--- src/rtl/div_issue_ctrl_if.sv ---
// Bundle of every handshake/bus signal around div_issue_ctrl.
//   in_*  : request port (valid/ready), driven by the requester
//   div_* : start pulse + operands to the divider, quotient/remainder/done back
//   out_* : tagged result port (valid/ready) towards the consumer
// slave  = view of div_issue_ctrl itself, master = view of its surroundings.
interface div_issue_ctrl_if #(
  parameter int PARALLELISM = 32,
  parameter int TAG_W       = 4
);
  logic                   in_valid;
  logic                   in_ready;
  logic                   in_usigned;
  logic [PARALLELISM-1:0] in_dividend;
  logic [PARALLELISM-1:0] in_divisor;
  logic [TAG_W-1:0]       in_tag;

  logic                   div_valid;
  logic                   div_usigned;
  logic [PARALLELISM-1:0] div_dividend;
  logic [PARALLELISM-1:0] div_divisor;
  logic [PARALLELISM-1:0] div_quotient;
  logic [PARALLELISM-1:0] div_reminder;
  logic                   div_res_ready;

  logic                   out_valid;
  logic                   out_ready;
  logic [PARALLELISM-1:0] out_quotient;
  logic [PARALLELISM-1:0] out_reminder;
  logic [TAG_W-1:0]       out_tag;
  logic                   out_div_by_zero;
  logic                   out_timeout;

  modport slave (
    input  in_valid, in_usigned, in_dividend, in_divisor, in_tag,
    input  div_quotient, div_reminder, div_res_ready,
    input  out_ready,
    output in_ready,
    output div_valid, div_usigned, div_dividend, div_divisor,
    output out_valid, out_quotient, out_reminder, out_tag, out_div_by_zero, out_timeout
  );

  modport master (
    output in_valid, in_usigned, in_dividend, in_divisor, in_tag,
    output div_quotient, div_reminder, div_res_ready,
    output out_ready,
    input  in_ready,
    input  div_valid, div_usigned, div_dividend, div_divisor,
    input  out_valid, out_quotient, out_reminder, out_tag, out_div_by_zero, out_timeout
  );
endinterface

--- src/rtl/div_issue_ctrl.sv ---
// Request front-end for the divider. Requests are queued in a DEPTH-entry
// FIFO and issued one at a time: the head is popped, a one-cycle div_valid
// start pulse is sent, and the result is captured on the rising edge of
// div_res_ready. Zero divisors are answered locally (q = all ones,
// r = dividend) and a watchdog aborts operations that never finish.
// Ports:
//   clk   : clock
//   rst_n : asynchronous reset, active HIGH despite the name
//   bus   : div_issue_ctrl_if.slave (request, divider and result ports)
module div_issue_ctrl #(
  parameter int PARALLELISM = 32,
  parameter int DEPTH       = 4,
  parameter int TAG_W       = 4,
  parameter int TIMEOUT     = 128
) (
  input logic            clk,
  input logic            rst_n,
  div_issue_ctrl_if.slave bus
);
  localparam int AW   = $clog2(DEPTH);
  localparam int WD_W = $clog2(TIMEOUT);

  typedef struct packed {
    logic                   usigned;
    logic [PARALLELISM-1:0] dividend;
    logic [PARALLELISM-1:0] divisor;
    logic [TAG_W-1:0]       tag;
  } req_t;

  typedef enum logic [1:0] {IDLE, ISSUE, WAIT, HOLD} state_t;

  state_t                 state_q, state_d;
  req_t                   mem [DEPTH];
  req_t                   req_in, head;
  logic [AW-1:0]          wr_ptr, rd_ptr;
  logic [AW:0]            count;
  logic                   push, pop, head_zero;
  logic                   res_edge, wd_hit;
  logic [WD_W-1:0]        wd_q;
  logic                   rr_prev_q;
  logic                   dus_q, dbz_q, to_q;
  logic [PARALLELISM-1:0] ddd_q, ddv_q, q_q, r_q;
  logic [TAG_W-1:0]       tag_q;

  assign req_in    = '{bus.in_usigned, bus.in_dividend, bus.in_divisor, bus.in_tag};
  assign head      = mem[rd_ptr];
  assign head_zero = (head.divisor == '0);

  // Ready depends only on the stored count, so a pop never opens a full FIFO
  // in the same cycle; held low while reset is asserted.
  assign bus.in_ready = !rst_n && (count != (AW+1)'(DEPTH));
  assign push         = bus.in_valid && bus.in_ready;
  assign pop          = (state_q == IDLE) && (count != '0);

  // Edges only matter in WAIT, so a late done after an abort is harmless.
  assign res_edge = bus.div_res_ready && !rr_prev_q;
  assign wd_hit   = (wd_q == WD_W'(TIMEOUT-1));

  always_ff @(posedge clk or posedge rst_n) begin
    if (rst_n) begin
      wr_ptr <= '0;
      rd_ptr <= '0;
      count  <= '0;
    end else begin
      if (push) wr_ptr <= wr_ptr + 1'b1;
      if (pop)  rd_ptr <= rd_ptr + 1'b1;
      count <= count + (AW+1)'(push) - (AW+1)'(pop);
    end
  end

  always_ff @(posedge clk) begin
    if (push) mem[wr_ptr] <= req_in;
  end

  always_ff @(posedge clk or posedge rst_n) begin
    if (rst_n) state_q <= IDLE;
    else       state_q <= state_d;
  end

  always_comb begin
    state_d = state_q;
    case (state_q)
      IDLE:  if (pop) state_d = head_zero ? HOLD : ISSUE;
      ISSUE: state_d = WAIT;
      WAIT:  if (res_edge || wd_hit) state_d = HOLD;
      HOLD:  if (bus.out_ready) state_d = IDLE;
      default: state_d = IDLE;
    endcase
  end

  always_ff @(posedge clk or posedge rst_n) begin
    if (rst_n) begin
      rr_prev_q <= 1'b0;
      wd_q      <= '0;
      dus_q     <= 1'b0;
      ddd_q     <= '0;
      ddv_q     <= '0;
      q_q       <= '0;
      r_q       <= '0;
      tag_q     <= '0;
      dbz_q     <= 1'b0;
      to_q      <= 1'b0;
    end else begin
      rr_prev_q <= bus.div_res_ready;
      case (state_q)
        IDLE: if (pop) begin
          tag_q <= head.tag;
          if (head_zero) begin
            q_q   <= '1;
            r_q   <= head.dividend;
            dbz_q <= 1'b1;
          end else begin
            // divider operands change only here, so they hold through WAIT
            dus_q <= head.usigned;
            ddd_q <= head.dividend;
            ddv_q <= head.divisor;
          end
        end
        ISSUE: wd_q <= '0;
        WAIT: begin
          wd_q <= wd_q + 1'b1;
          if (res_edge) begin
            q_q  <= bus.div_quotient;
            r_q  <= bus.div_reminder;
            wd_q <= '0;
          end else if (wd_hit) begin
            q_q  <= '0;
            r_q  <= '0;
            to_q <= 1'b1;
            wd_q <= '0;
          end
        end
        HOLD: if (bus.out_ready) begin
          dbz_q <= 1'b0;
          to_q  <= 1'b0;
        end
        default: ;
      endcase
    end
  end

  assign bus.div_valid       = (state_q == ISSUE);
  assign bus.div_usigned     = dus_q;
  assign bus.div_dividend    = ddd_q;
  assign bus.div_divisor     = ddv_q;
  assign bus.out_valid       = (state_q == HOLD);
  assign bus.out_quotient    = q_q;
  assign bus.out_reminder    = r_q;
  assign bus.out_tag         = tag_q;
  assign bus.out_div_by_zero = dbz_q;
  assign bus.out_timeout     = to_q;
endmodule

--- src/flat_wrapper.sv ---
// flat-port wrapper written by rule: the top's interface ports become plain ports
module div_issue_ctrl_flat 
#(
  parameter int PARALLELISM = 32,
  parameter int DEPTH       = 4,
  parameter int TAG_W       = 4,
  parameter int TIMEOUT     = 128
)
  (clk, rst_n, bus_in_valid, bus_in_usigned, bus_in_dividend, bus_in_divisor, bus_in_tag, bus_div_quotient, bus_div_reminder, bus_div_res_ready, bus_out_ready, bus_in_ready, bus_div_valid, bus_div_usigned, bus_div_dividend, bus_div_divisor, bus_out_valid, bus_out_quotient, bus_out_reminder, bus_out_tag, bus_out_div_by_zero, bus_out_timeout);
  div_issue_ctrl_if #(.PARALLELISM(PARALLELISM), .TAG_W(TAG_W)) bus_i ();
  input logic clk;
  input logic rst_n;
  input wire logic [$bits(bus_i.in_valid)-1:0] bus_in_valid;
  input wire logic [$bits(bus_i.in_usigned)-1:0] bus_in_usigned;
  input wire logic [$bits(bus_i.in_dividend)-1:0] bus_in_dividend;
  input wire logic [$bits(bus_i.in_divisor)-1:0] bus_in_divisor;
  input wire logic [$bits(bus_i.in_tag)-1:0] bus_in_tag;
  input wire logic [$bits(bus_i.div_quotient)-1:0] bus_div_quotient;
  input wire logic [$bits(bus_i.div_reminder)-1:0] bus_div_reminder;
  input wire logic [$bits(bus_i.div_res_ready)-1:0] bus_div_res_ready;
  input wire logic [$bits(bus_i.out_ready)-1:0] bus_out_ready;
  output wire logic [$bits(bus_i.in_ready)-1:0] bus_in_ready;
  output wire logic [$bits(bus_i.div_valid)-1:0] bus_div_valid;
  output wire logic [$bits(bus_i.div_usigned)-1:0] bus_div_usigned;
  output wire logic [$bits(bus_i.div_dividend)-1:0] bus_div_dividend;
  output wire logic [$bits(bus_i.div_divisor)-1:0] bus_div_divisor;
  output wire logic [$bits(bus_i.out_valid)-1:0] bus_out_valid;
  output wire logic [$bits(bus_i.out_quotient)-1:0] bus_out_quotient;
  output wire logic [$bits(bus_i.out_reminder)-1:0] bus_out_reminder;
  output wire logic [$bits(bus_i.out_tag)-1:0] bus_out_tag;
  output wire logic [$bits(bus_i.out_div_by_zero)-1:0] bus_out_div_by_zero;
  output wire logic [$bits(bus_i.out_timeout)-1:0] bus_out_timeout;
  assign bus_i.in_valid = bus_in_valid;
  assign bus_i.in_usigned = bus_in_usigned;
  assign bus_i.in_dividend = bus_in_dividend;
  assign bus_i.in_divisor = bus_in_divisor;
  assign bus_i.in_tag = bus_in_tag;
  assign bus_i.div_quotient = bus_div_quotient;
  assign bus_i.div_reminder = bus_div_reminder;
  assign bus_i.div_res_ready = bus_div_res_ready;
  assign bus_i.out_ready = bus_out_ready;
  assign bus_in_ready = bus_i.in_ready;
  assign bus_div_valid = bus_i.div_valid;
  assign bus_div_usigned = bus_i.div_usigned;
  assign bus_div_dividend = bus_i.div_dividend;
  assign bus_div_divisor = bus_i.div_divisor;
  assign bus_out_valid = bus_i.out_valid;
  assign bus_out_quotient = bus_i.out_quotient;
  assign bus_out_reminder = bus_i.out_reminder;
  assign bus_out_tag = bus_i.out_tag;
  assign bus_out_div_by_zero = bus_i.out_div_by_zero;
  assign bus_out_timeout = bus_i.out_timeout;
  div_issue_ctrl #(.PARALLELISM(PARALLELISM), .DEPTH(DEPTH), .TAG_W(TAG_W), .TIMEOUT(TIMEOUT)) u_core (.clk(clk), .rst_n(rst_n), .bus(bus_i));
endmodule
--- config.mk ---
export PLATFORM = sky130hd
export DESIGN_NAME = div_issue_ctrl_flat
export DESIGN_NICKNAME = d
export VERILOG_FILES = /design/src/rtl/div_issue_ctrl_if.sv /design/src/rtl/div_issue_ctrl.sv /design/src/flat_wrapper.sv
export SDC_FILE = /design/constraint.sdc
export NUM_CORES = 1
export LEC_CHECK = 0
export CELL_PAD_IN_SITES_DETAIL_PLACEMENT = 0
export CELL_PAD_IN_SITES_GLOBAL_PLACEMENT = 2
export CORE_ASPECT_RATIO = 0.75
export CORE_UTILIZATION = 43
export CTS_BUF_LIST = sky130_fd_sc_hd__clkbuf_4 sky130_fd_sc_hd__clkbuf_8
export CTS_CLUSTER_DIAMETER = 150
export DETAILED_ROUTE_END_ITERATION = 10
export PLACE_DENSITY_LB_ADDON = 0.12
export SYNTH_ARGS = -nofsm -noshare
export SYNTH_HDL_FRONTEND = slang
export SYNTH_SLANG_ARGS = --single-unit
--- constraint.sdc ---
create_clock -name clk -period 12.75 [get_ports clk]
set_input_delay 3.825 -clock clk [delete_from_list [all_inputs] [get_ports clk]]
set_output_delay 3.825 -clock clk [all_outputs]
set_load 0.03 [all_outputs]
==> results.sh, run 1 <==
export IMPL_critPathKind="in2out"
export IMPL_die_w_um=237
export IMPL_area_delta_synth_final_pct=26.1
export IMPL_ctsResizeCount=0
export IMPL_crit_start="rst_n"
export IMPL_hold_violations=0
export IMPL_yosysMostFrequentCell="edfxtp_1"
export IMPL_netlist_top_cells_count="edfxtp_1, dfrtp_1, nand2_1, a21oi_1, mux4_2"
export IMPL_wl_um=48300
export IMPL_wire_per_inst_um=23.9
export IMPL_antenna_found_initial=4
export IMPL_synth_seq_cells=428
export IMPL_initial_utilization_pct=43.6
export IMPL_max_vdd_ir_drop_v=0.000190
export IMPL_setup_tns_ps=0
export IMPL_syn_area_um2=17800
export IMPL_tritoncts_num_buffers=71
export IMPL_synth_edf_count=276
export IMPL_clockRootBuffer="clkbuf_8"
export IMPL_critical_path_max_stage_delay_ps=760
export IMPL_row_count=64
export IMPL_avgSynthCellArea_um2=15.4
export IMPL_io_buffers=275
export IMPL_fmax_mhz=107
export IMPL_grt_pass1_vias=11617
export IMPL_grt_pass1_wl_um=73100
export IMPL_yosysSeqAreaShare_pct=68.1
export IMPL_ios=276
export IMPL_reg2reg_depth=8
export IMPL_drive_above_1_share_pct=16.2
export IMPL_r2r_end="u_core.bus.div_divisor[23]"
export IMPL_gp_congestion=0.782
export IMPL_cts_setup_buffers=0
export IMPL_cp_start_kind="input pin"
export IMPL_drtIter0Drc=806
export IMPL_grt_use_total_pct=23.2
export IMPL_dpl_cell_area_um2=21000
export IMPL_post_dp_hpwl_um=28800
export IMPL_synthDistinctLibCells=42
export IMPL_worstHoldPathType="reg2reg"
export IMPL_min_period_over_period_pct=73.0
export IMPL_cts_sinks=428
export IMPL_vias=11495
export IMPL_p_leak_nw=8.15
export IMPL_whs_ps=489
export IMPL_via_per_inst=5.68
export IMPL_power_density_nw_per_um2=248
export IMPL_status="finished clean"
export IMPL_path_common_cell="clkdlybuf4s50_1"
export IMPL_postLayoutCoreUtil_pct=54.9
export IMPL_nets=1585
export IMPL_cp_endpoint="bus_in_ready"
export IMPL_synth_area_leaders="edfxtp_1, dfrtp_1, mux4_2"
export IMPL_die_h_um=178
export IMPL_final_area_um2=22400
export IMPL_synth_ff_type="edfxtp_1"
export IMPL_firstDrtPassIters=7
export IMPL_grt_max_degree=87
export IMPL_synth_async_sr_flop_share_pct=35.5
export IMPL_fin_crit_ps=9310
export IMPL_rr_startpoint="u_core.rd_ptr[0]"
export IMPL_yosys_warnings=0
export IMPL_ant_nets=0
export IMPL_finClkSkew_ps=24.8
export IMPL_yosys_area_top_type="edfxtp_1"
export IMPL_worstMarginPinSlew_ps=1110
export IMPL_drc=0
export IMPL_max_slew_margin_rel_pct=26.0
export IMPL_critPathArrivalTime_ps=5490
export IMPL_max_cap_violations=0
export IMPL_fillers=3338
export IMPL_rrSetupSlack_ps=7550
export IMPL_core_area_um2=40800
export IMPL_crit_required_ps=8920
export IMPL_synth_cells=1157
export IMPL_path_cells="clkdlybuf4s50_1, a21oi_1, clkdlybuf4s50_1"
export IMPL_synth_nets=1308
export IMPL_clock_path_buffers=3
export IMPL_synth_top_area_share_pct=46.7
export IMPL_rsz0062_at_grt="false"
export IMPL_worst_path_max_fanout=6
export IMPL_slew_viol_final=0
export IMPL_cts_tree="done"
export IMPL_cp_slowest_cell="clkdlybuf4s50_1"
export IMPL_end_kind="output port"
export IMPL_cts_hold_buf=0
export IMPL_insertion_delay_ps=610
export IMPL_cts_htree_levels=3
export IMPL_clk_pin_slew_ps=60
export IMPL_gr_total_overflow=0
export IMPL_die_area_um2=42100
export IMPL_setup_viol=0
==> cells by family (layout without fill, tap and decap cells) <==
logic type / count (synthesis) / in the layout / share of synthesized area, %
AO/OA/AOI/OAI: 214 / 214 / 7.97
XOR/XNOR: 7 / 7 / 0.345
other: 0 / 3 / 0
AND/OR/NAND/NOR: 254 / 254 / 7.02
multiplexers: 136 / 136 / 13.0
flip-flops: 428 / 428 / 68.1
buffers and inverters: 105 / 440 / 2.65
adder cells (fa/ha/maj): 13 / 13 / 0.958
==> where the power goes <==
group | internal [W] | total, W | switching [W] | leakage [nW]
Combinational | 0.000978 | 0.00231 | 0.00133 | 3.26
Sequential | 0.00181 | 0.00204 | 0.000230 | 4.14
Clock | 0.000641 | 0.00119 | 0.000550 | 0.751
Total | 0.00343 | 0.00555 | 0.00211 | 8.15
==> how the worst min path moves through the flow <==
stage | from | to | slack (ps) | cells after the start
6_report | u_core.bus.out_tag[3] | u_core.bus.out_tag[3] | 490 | 2
5_1_grt | u_core.bus.div_divisor[0] | u_core.bus.div_divisor[0] | 500 | 1
4_1_cts | u_core.bus.out_tag[3] | u_core.bus.out_tag[3] | 490 | 2
3_5_place_dp | u_core.bus.out_tag[3] | u_core.bus.out_tag[3] | 460 | 2
3_3_place_gp | u_core.bus.out_tag[3] | u_core.bus.out_tag[3] | 460 | 2
2_1_floorplan | u_core.wd_q[2] | u_core.wd_q[2] | 480 | 1
==> layout make-up <==
class | instances | area [um2] | share of cell area, %
repair buffers | 293 | 2890 | 12.9
flip-flops and latches | 428 | 12100 | 54.0
multi-input cells | 624 | 5280 | 23.6
clock inverters | 26 | 125 | 0.559
inverters | 16 | 65.1 | 0.291
clock buffers | 105 | 1270 | 5.67
diodes | 3 | 7.51 | 0.0335
well taps | 528 | 661 | 2.95
==> worst max-delay path, delay by kind of cell <==
family,cells,cell delay [ps]
buf+inv,2,1250
compound gates,1,410
==> per-layer routing <==
metal / global-route usage [%] / routed length (um) / vias to the layer above
met2: 35.5 / 22700 / 341
met1: 33.3 / 22000 / 5959
li1: - / - / 5107
met4: 7.44 / 1170 / 2
met3: 4.64 / 2470 / 86
met5: 0 / 11 / -
==> registers in the layout (all words and copies together), names as in the netlist <==
register,cells
u_core.bus.div_usigned,1
u_core.rr_prev_q,1
u_core.bus.div_dividend,32
u_core.bus.out_reminder,32
u_core.rd_ptr,2
u_core.mem,276
u_core.wd_q,7
u_core.bus.out_div_by_zero,1
u_core.count,3
u_core.wr_ptr,2
u_core.bus.out_tag,4
u_core.bus.div_divisor,32
u_core.bus.out_quotient,32
u_core.bus.out_timeout,1
u_core.state_q,2
==> cells in the final DEF (no fill, tap or decap), types with 12 or more instances in the layout <==
cell	count
clkbuf_4	28
o211ai_1	65
edfxtp_1	276
clkbuf_8	77
or4_1	33
mux2_2	15
mux2_1	50
inv_1	14
mux4_2	69
clkdlybuf4s50_1	275
a22oi_1	64
nand2_1	119
dfrtp_1	150
clkinv_2	12
buf_4	18
nand3_1	68
a21oi_1	69
==> per-stage QoR <==
step / power [W] / setup WS [ps] / std cells
2_1_floorplan: 0.00353 / 4510 / 1157
3_3_place_gp: 0.00438 / 3460 / 1889
3_5_place_dp: 0.00441 / 3440 / 1889
4_1_cts: 0.00562 / 3430 / 2020
5_1_grt: 0.00586 / 3380 / 2021
6_report: 0.00555 / 3440 / 2023
(Power assumes the default switching activity.)
==> inputs of run 2 (changes only) <==
Settings changed: CORE_UTILIZATION 43 to 40.
Clock period 12.75 ns to 9.6 ns, I/O delays scaled along.
==> run 2 against run 1 <==
  * Critical path depth did not move
  * Via count fell by 1.7%
  * Wire length is 0.42% higher
  * Clock skew increased by 10 ps
  * Worst hold slack got worse by 4.2 ps
  * Design area increased by 0.50%
==> results.sh, run 2 (synthesis gave the netlist of run 1 again) <==
export IMPL_slew_viol_final=0
export IMPL_ctsResizeCount=0
export IMPL_cp_slowest_cell="clkdlybuf4s50_1"
export IMPL_status="finished clean"
export IMPL_hold_violations=0
export IMPL_antenna_found_initial=4
export IMPL_crit_buf_inv=2
export IMPL_clk_pin_slew_ps=50
export IMPL_firstDrtPassIters=5
export IMPL_grt_pass1_wl_um=73500
export IMPL_p_leak_nw=8.17
export IMPL_via_per_inst=5.44
export IMPL_final_area_um2=22500
export IMPL_die_w_um=245
export IMPL_area_delta_synth_final_pct=26.7
export IMPL_fin_crit_ps=7520
export IMPL_critPathKind="in2out"
export IMPL_finClkSkew_ps=34.8
export IMPL_row_count=66
export IMPL_grt_pass1_vias=11731
export IMPL_initial_utilization_pct=40.7
export IMPL_ant_nets=0
export IMPL_cts_htree_levels=3
export IMPL_worst_path_max_fanout=6
export IMPL_rsz0062_at_grt="false"
export IMPL_wire_per_inst_um=23.4
export IMPL_p_switching_w=0.00281
export IMPL_cts_setup_buffers=0
export IMPL_min_period_over_period_pct=78.3
export IMPL_seqPwrFrac_pct=36.7
export IMPL_setup_viol=0
export IMPL_vias=11303
export IMPL_drc=0
export IMPL_layout_common_cells="edfxtp_1, clkdlybuf4s50_1, dfrtp_1, nand2_1, clkbuf_8"
export IMPL_p_comb_share_pct=41.3
export IMPL_switching_share_pct=38.0
export IMPL_power_density_nw_per_um2=329
export IMPL_end_kind="output port"
export IMPL_path_cells="clkdlybuf4s50_1, a21oi_1, clkdlybuf4s50_1"
export IMPL_cp_start_kind="input pin"
export IMPL_io_buffers=275
export IMPL_cts_sinks=428
export IMPL_ios=276
export IMPL_grt_max_degree=72
export IMPL_final_common_cell="edfxtp_1"
export IMPL_fillers=3764
export IMPL_critPathArrivalTime_ps=4640
export IMPL_max_cap_violations=0
export IMPL_gr_total_overflow=0
export IMPL_cts_hold_buf=0
export IMPL_max_vdd_ir_drop_v=0.000162
export IMPL_path_delay_family="buffers and inverters"
export IMPL_path_common_cell="clkdlybuf4s50_1"
export IMPL_largest_reg_flops=276
export IMPL_setup_tns_ps=0
export IMPL_core_area_um2=43600
export IMPL_die_h_um=184
export IMPL_p_int_w=0.00459
export IMPL_nets=1587
export IMPL_tritoncts_num_buffers=72
export IMPL_clockRootBuffer="clkbuf_8"
export IMPL_crit_required_ps=6720
export IMPL_max_slew_margin_rel_pct=33.8
export IMPL_wl_um=48500
export IMPL_cts_tree="done"
export IMPL_clock_path_buffers=3
export IMPL_clkPwrFrac_pct=21.9
export IMPL_worstHoldPathType="reg2reg"
export IMPL_dpl_cell_area_um2=21100
export IMPL_die_area_um2=45300
export IMPL_fmax_mhz=133
export IMPL_grt_use_total_pct=21.7
export IMPL_insertion_delay_ps=620
export IMPL_drive_above_1_share_pct=16.3
export IMPL_critical_path_max_stage_delay_ps=780
export IMPL_regMostFlops="u_core.mem"
export IMPL_post_dp_hpwl_um=29000
export IMPL_gp_congestion=0.743
export IMPL_drtIter0Drc=731
export IMPL_worstMarginPinSlew_ps=993
[run 2: cell types whose count changed in the layout (fill, tap and decap cells not counted)]
cell        before  now
clkinv_2        12    6
clkbuf_4        28   33
clkbuf_8        77   75
buf_4           18   19
bufinv_16        0    1
clkinv_1        11   12
clkinvlp_4       2    3
inv_6            2    3
inv_8            0    1
[run 2: layout make-up]
| type | count | area [um2] | area share [%] |
|---|---|---|---|
| diodes | 3 | 7.51 | 0.0334 |
| clock buffers | 108 | 1280 | 5.69 |
| clock inverters | 25 | 156 | 0.695 |
| inverters | 16 | 65.1 | 0.289 |
| multi-input cells | 624 | 5280 | 23.4 |
| flip-flops and latches | 428 | 12100 | 53.8 |
| well taps | 578 | 723 | 3.21 |
| repair buffers | 294 | 2900 | 12.9 |
[run 2: final timing paths]
check | from | to | slack (ps) | cells past startpoint
max | rst_n | bus_in_ready | 2080 | 3
max in group asynchronous | rst_n | u_core.bus.div_dividend[31] | 5480 | 3
min | u_core.bus.div_dividend[31] | u_core.bus.div_dividend[31] | 480 | 1
min reg2reg | u_core.bus.div_dividend[31] | u_core.bus.div_dividend[31] | 480 | 1
min in group asynchronous | rst_n | u_core.bus.out_quotient[18] | 2790 | 2
max reg2reg | u_core.rd_ptr[1] | u_core.bus.div_divisor[30] | 4990 | 8
[run 2: per-stage QoR]
stage / util, % / hold WS, ps / setup WS [ps] / cells / total power, W
after floorplan: - / 478 / 2630 / 1157 / 0.00469
after global placement: 48.3 / 474 / 2110 / 1940 / 0.00584
after detailed placement: 48.3 / 480 / 2100 / 1940 / 0.00587
after CTS: 51.6 / 493 / 2090 / 2073 / 0.00753
after global routing: 51.6 / 506 / 2070 / 2075 / 0.00785
final: 51.6 / 485 / 2080 / 2076 / 0.00741
[run 2: power by group through the flow]
stage	Clock (W)	Combinational [W]	Sequential [W]
after floorplan	0	0.00152	0.00316
after global placement	0	0.00308	0.00276
after detailed placement	0	0.00311	0.00276
after CTS	0.00168	0.00312	0.00273
after global routing	0.00176	0.00331	0.00279
final	0.00163	0.00306	0.00272
[run 2: per-layer routing]
metal  up-vias  share of wire, %  global-route usage, %
met5         -             0.056                      0
met4         4               2.7                   7.48
met3        91               5.4                   4.66
met2       305                48                   33.9
met1      5785                44                   30.1
li1       5118                 -                      -
